$ cat src/rtl/freq_meas_scheduler.sv
// Round-robin scheduler that time-shares one frequency counter core across four input channels.
// Each grant runs SETTLE -> MEASURE -> REPORT, followed by an optional HOLD gap before the next grant.
module freq_meas_scheduler #(
  parameter int unsigned SETTLE_TICKS  = 1000,
  parameter int unsigned TIMEOUT_TICKS = 20_000_000,
  parameter int unsigned HOLD_TICKS    = 5_000_000
) (
  input  logic        sys_clk,
  input  logic        sys_rst,
  input  logic        enable,
  input  logic [3:0]  ch_mask,
  input  logic [3:0]  hold_units,
  input  logic        cnt_done,
  input  logic [31:0] cnt_value,
  output logic [1:0]  ch_sel,
  output logic        gate_en,
  output logic        result_valid,
  output logic [1:0]  result_ch,
  output logic [31:0] result_data,
  output logic        result_err,
  output logic        busy
);
  localparam int SW = $clog2(SETTLE_TICKS + 1);
  localparam int TW = $clog2(TIMEOUT_TICKS + 1);
  localparam int HW = $clog2(HOLD_TICKS + 1);
  localparam logic [SW-1:0] SETTLE_LAST = SW'(SETTLE_TICKS - 1);
  localparam logic [TW-1:0] TMO_LAST    = TW'(TIMEOUT_TICKS - 1);
  localparam logic [HW-1:0] HOLD_LAST   = HW'(HOLD_TICKS - 1);

  typedef enum logic [2:0] {IDLE, SETTLE, MEASURE, REPORT, HOLD} state_t;

  state_t        state_q, state_d;
  logic [1:0]    ch_q, ch_d, last_ch_q, last_ch_d, res_ch_q, res_ch_d, grant;
  logic [SW-1:0] settle_q, settle_d;
  logic [TW-1:0] tmo_q, tmo_d;
  logic [HW-1:0] tick_q, tick_d;
  logic [3:0]    unit_q, unit_d, units_q, units_d;
  logic [31:0]   res_data_q, res_data_d;
  logic          res_err_q, res_err_d;
  logic          tmo_hit, hold_end;

  assign tmo_hit  = (tmo_q == TMO_LAST);
  assign hold_end = (tick_q == HOLD_LAST) && (unit_q == units_q - 4'd1);

  // First eligible channel above last_ch; descending loop so the nearest offset wins.
  always_comb begin
    grant = last_ch_q;
    for (int i = 4; i >= 1; i--) begin
      if (ch_mask[last_ch_q + 2'(i)]) grant = last_ch_q + 2'(i);
    end
  end

  always_ff @(posedge sys_clk or posedge sys_rst) begin
    if (sys_rst) state_q <= IDLE;
    else         state_q <= state_d;
  end

  always_comb begin
    state_d = state_q;
    if (!enable) state_d = IDLE;
    else begin
      case (state_q)
        IDLE:    if (ch_mask != 4'd0) state_d = SETTLE;
        SETTLE:  if (settle_q == SETTLE_LAST) state_d = MEASURE;
        MEASURE: if (cnt_done || tmo_hit) state_d = REPORT;
        REPORT:  state_d = (hold_units != 4'd0) ? HOLD : IDLE;
        HOLD:    if (hold_end) state_d = IDLE;
        default: state_d = IDLE;
      endcase
    end
  end

  always_comb begin
    ch_sel       = ch_q;
    gate_en      = (state_q == MEASURE);
    result_valid = (state_q == REPORT);
    busy         = (state_q != IDLE);
    result_ch    = res_ch_q;
    result_data  = res_data_q;
    result_err   = res_err_q;
  end

  // Counters default to zero so any exit, including an enable abort, leaves them clear.
  always_comb begin
    ch_d       = ch_q;
    last_ch_d  = last_ch_q;
    res_ch_d   = res_ch_q;
    res_data_d = res_data_q;
    res_err_d  = res_err_q;
    units_d    = units_q;
    settle_d   = '0;
    tmo_d      = '0;
    tick_d     = '0;
    unit_d     = '0;
    if (enable) begin
      case (state_q)
        IDLE:   if (ch_mask != 4'd0) ch_d = grant;
        SETTLE: if (settle_q != SETTLE_LAST) settle_d = settle_q + SW'(1);
        MEASURE: begin
          if (cnt_done) begin
            res_data_d = cnt_value;
            res_err_d  = 1'b0;
            res_ch_d   = ch_q;
          end else if (tmo_hit) begin
            res_data_d = '0;
            res_err_d  = 1'b1;
            res_ch_d   = ch_q;
          end else begin
            tmo_d = tmo_q + TW'(1);
          end
        end
        REPORT: begin
          last_ch_d = ch_q;
          units_d   = hold_units;
        end
        HOLD: begin
          if (tick_q != HOLD_LAST) begin
            tick_d = tick_q + HW'(1);
            unit_d = unit_q;
          end else if (!hold_end) begin
            unit_d = unit_q + 4'd1;
          end
        end
        default: ;
      endcase
    end
  end

  always_ff @(posedge sys_clk or posedge sys_rst) begin
    if (sys_rst) begin
      ch_q       <= 2'd0;
      last_ch_q  <= 2'd3;
      res_ch_q   <= 2'd0;
      res_data_q <= '0;
      res_err_q  <= 1'b0;
      units_q    <= '0;
      settle_q   <= '0;
      tmo_q      <= '0;
      tick_q     <= '0;
      unit_q     <= '0;
    end else begin
      ch_q       <= ch_d;
      last_ch_q  <= last_ch_d;
      res_ch_q   <= res_ch_d;
      res_data_q <= res_data_d;
      res_err_q  <= res_err_d;
      units_q    <= units_d;
      settle_q   <= settle_d;
      tmo_q      <= tmo_d;
      tick_q     <= tick_d;
      unit_q     <= unit_d;
    end
  end
endmodule
$ cat config.mk
export PLATFORM = sky130hd
export DESIGN_NAME = freq_meas_scheduler
export DESIGN_NICKNAME = d
export VERILOG_FILES = /design/src/rtl/freq_meas_scheduler.sv
export SDC_FILE = /design/constraint.sdc
export NUM_CORES = 1
export LEC_CHECK = 0
export BUFFER_PORTS_ARGS = -buffer_cell sky130_fd_sc_hd__buf_2
export CAP_MARGIN = 40
export CORE_MARGIN = 2
export CORE_UTILIZATION = 40
export CTS_CLUSTER_SIZE = 8
export DETAILED_ROUTE_END_ITERATION = 10
export MAX_ROUTING_LAYER = met4
export PLACE_DENSITY = 0.62
export SYNTH_ARGS = -nofsm -noshare
export SYNTH_HDL_FRONTEND = slang
export SYNTH_SLANG_ARGS = --single-unit
$ cat constraint.sdc
create_clock -name sys_clk -period 4.7 [get_ports sys_clk]
set_clock_uncertainty 0.05 [all_clocks]
set_input_delay 0.705 -clock sys_clk [delete_from_list [all_inputs] [get_ports sys_clk]]
set_output_delay 0.705 -clock sys_clk [all_outputs]
set_load 0.05 [all_outputs]
==> metrics.md <==
| Metric | Value |
|---|---|
| Die extent in y | `114.4 µm` |
| Final #Nets | `590` |
| Pleak | `2.594 nW` |
| Layout cell share with drive strength beyond 1 | `21.98%` |
| FF-to-FF Start | `tick_q[13]$_DFF_PP0_` |
| Total vias in the final route | `3626` |
| Die area | `0.01309 mm²` |
| Antenna cell count | `0` |
| CP arrival | `2.80 ns` |
| Detailed-route wire length per cell | `14.62 µm` |
| Gate Count Post-Synth | `454` |
| H-Tree Level Count | `3` |
| Worst-path clk slew | `0.08 ns` |
| Initial core utilization | `40.77%` |
| Row cnt | `40` |
| Yosys warns | `0` |
| Syn Std Cell Area | `0.004877 mm²` |
| Core area | `0.01196 mm²` |
| Vias in the first global route | `3571` |
| Max Root-Sink Buffers | `2` |
| Post-CTS Hold Buffers | `0` |
| Worst-Skew Late Latency | `0.35 ns` |
| FF-to-FF path depth | `6` |
| Final routed DRC violation total | `0` |
| CTS root buffer | `clkbuf_16` |
| Crit Path Max Fanout | `24` |
| WS Path Type | `register to register` |
| Routability cong. | `0.7473` |
| First-pass GRT wire length | `16.92 mm` |
| Syn_nets | `503` |
| Layout area overhead | `18.70%` |
| Maxcap violations | `0` |
| Dpl ws | `2.156 ns` |
| Pwr Density | `527.9 mW/mm²` |
| Top cells by count, synth | `dfrtp_1 (106), nor2_1 (69), a22o_1 (32)` |
| CP required | `4.92 ns` |
| Slew Limit Headroom | `49.17%` |
| Count of input and output buffers | `83` |
| WHS | `0.2028 ns` |
| RSZ-0062 raised after global routing | `no` |
| Top-count cell post-synth | `dfrtp_1` |
| Global route overflow | `0` |
| Peak supply drop | `0.0003442 V` |
| GRT Util Overall | `16.66%` |
| Antenna violations before repair | `0` |
| CTS Buf Count | `9` |
| Outcome | `finished, final reports clean` |
| # fillers | `1067` |
| EDFF count, synth | `0` |
| Post-synth ARST share | `100.0%` |
| Synth area leaders | `dfrtp_1 (54%), a22o_1 (5.7%), nor2_1 (5.3%)` |
| Register area share after synthesis | `55.46%` |
| Final setup margin | `2.124 ns` |
| Antenna viol nets, final | `0` |
| DRT iter0 DRCs | `195` |
| Worst-margin pin slew | `0.7608 ns` |
| I/O pin count | `84` |
| Min Clock Period, post-route | `2.576 ns` |
| Avg Synthesized Cell Area | `10.74 µm²` |
| Post-DP HPWL | `7.184 mm` |
| CP endpoint kind | `register` |
| Via density per instance | `5.232` |
| Routed WL | `10.13 mm` |
| CP Launch Type | `register` |
| Final period utilization | `54.82%` |
| Critical R2R Capture | `unit_q[2]$_DFFE_PP0P_` |
| Max-slew violation count | `0` |
| Number of gates resized after CTS | `0` |
| R2R setup slack | `2.12 ns` |
| Postcts setup bufs | `0` |
| CTS sink count | `108` |
| CTS tree | `done` |
| Initial DRT Pass Iterations | `5` |
| Setup crit start | `tick_q[13]$_DFF_PP0_` |
| Die Wd | `114.4 µm` |
| Largest area contributor in the netlist | `dfrtp_1` |
| Post-Route Setup TNS | `0 ns` |
| Pin count of the biggest net entering global routing | `69` |
| Synth top area share | `54.39%` |
| Synth Flop Type | `dfrtp_1` |
| Fin. Hold Viols | `0` |
| Synth unique cells | `43` |
| Maximum clock frequency | `0.3881 GHz` |
| FF+latch count, synth | `108` |
| Number of setup violations in the final report | `0` |
| Hold Crit Class | `primary input to async pin` |
[final cells by class]
class                           count  area (µm²)  area share (%)
Clock buffer                       10       229.0           3.955
Clock inverter                      6       55.05          0.9509
Inverter                            8       32.53          0.5619
Multi-Input combinational cell    323        2090           36.09
Sequential cell                   108        2705           46.73
Tap cell                          147       183.9           3.177
Timing Repair Buffer               91       494.2           8.537
[registers in the layout, summed over array words and instances, names as in the netlist]
register,count
result_ch,2
ch_sel,2
settle_q,10
tick_q,23
tmo_q,25
unit_q,4
units_q,4
result_err,1
last_ch_q,2
state_q,3
result_data,32
[cells in the final DEF (no fill, tap or decap), types with 8 or more instances in the layout]
cell	count
a22o_1	32
and3_1	8
buf_2	85
clkbuf_16	9
dfrtp_1	106
mux2_2	8
nand2_1	25
nand3_1	29
nand4_1	11
nor2_1	69
nor3_1	10
o21ai_0	8
xnor2_1	28
xor2_1	26
[worst max path at each step]
stage                                        to  slack [ns]  cells past startpoint
after floorplan           ch_sel[0]$_DFFE_PP0P_        1.10                      1
final                     unit_q[2]$_DFFE_PP0P_        2.12                      6
after detailed placement  unit_q[2]$_DFFE_PP0P_        2.16                      6
after global placement    unit_q[2]$_DFFE_PP0P_        2.19                      6
after global routing      unit_q[2]$_DFFE_PP0P_        2.02                      6
after CTS                 unit_q[2]$_DFFE_PP0P_        2.14                      6
[power by group]
group / total (mW) / switching (mW) / internal (mW)
Clock: 0.728 / 0.356 / 0.372
Sequential: 1.24 / 0.129 / 1.11
Combinational: 1.09 / 0.774 / 0.314
Total: 3.06 / 1.26 / 1.80
[metrics by stage]
step,total power [mW],instance area [µm²],utilization [%],cells
finish,3.056,5789,48.40,693
global route,3.199,5789,48.40,693
CTS,3.085,5789,48.40,693
detailed placement,2.353,5505,46.03,677
global placement,2.326,5449,45.55,672
floorplan,2.073,4877,-,454
[kinds of logic (layout without fill, tap and decap cells)]
family / Yosys count / in the layout / share of synthesized area, %
and+or+nand+nor: 193 / 193 / 19.83
adders and majority gates: 5 / 5 / 1.283
DFF: 108 / 108 / 55.46
buffers and inverters: 23 / 115 / 1.770
xor gates and xnor gates: 54 / 54 / 9.697
AOI/OAI and AO/OA: 62 / 62 / 9.903
muxes: 9 / 9 / 2.052
[worst max-delay path, stage by stage, from the launching register on]
cell	delay [ns]
dfrtp_1	0.44
or4b_1	0.54
or4_4	0.56
o31ai_4	0.32
buf_4	0.33
nand3b_1	0.12
o2bb2ai_1	0.14
[per-layer routing]
| layer | up-vias | routed length [µm] | GRT usage [%] |
|---|---|---|---|
| li1 | 1782 | - | - |
| met1 | 1761 | 4927 | 22.83 |
| met2 | 73 | 4693 | 25.13 |
| met3 | 10 | 395 | 3.388 |
| met4 | 0 | 112 | 5.122 |
| met5 | - | 0 | - |
Note: power is estimated with default switching activity, not from simulation.
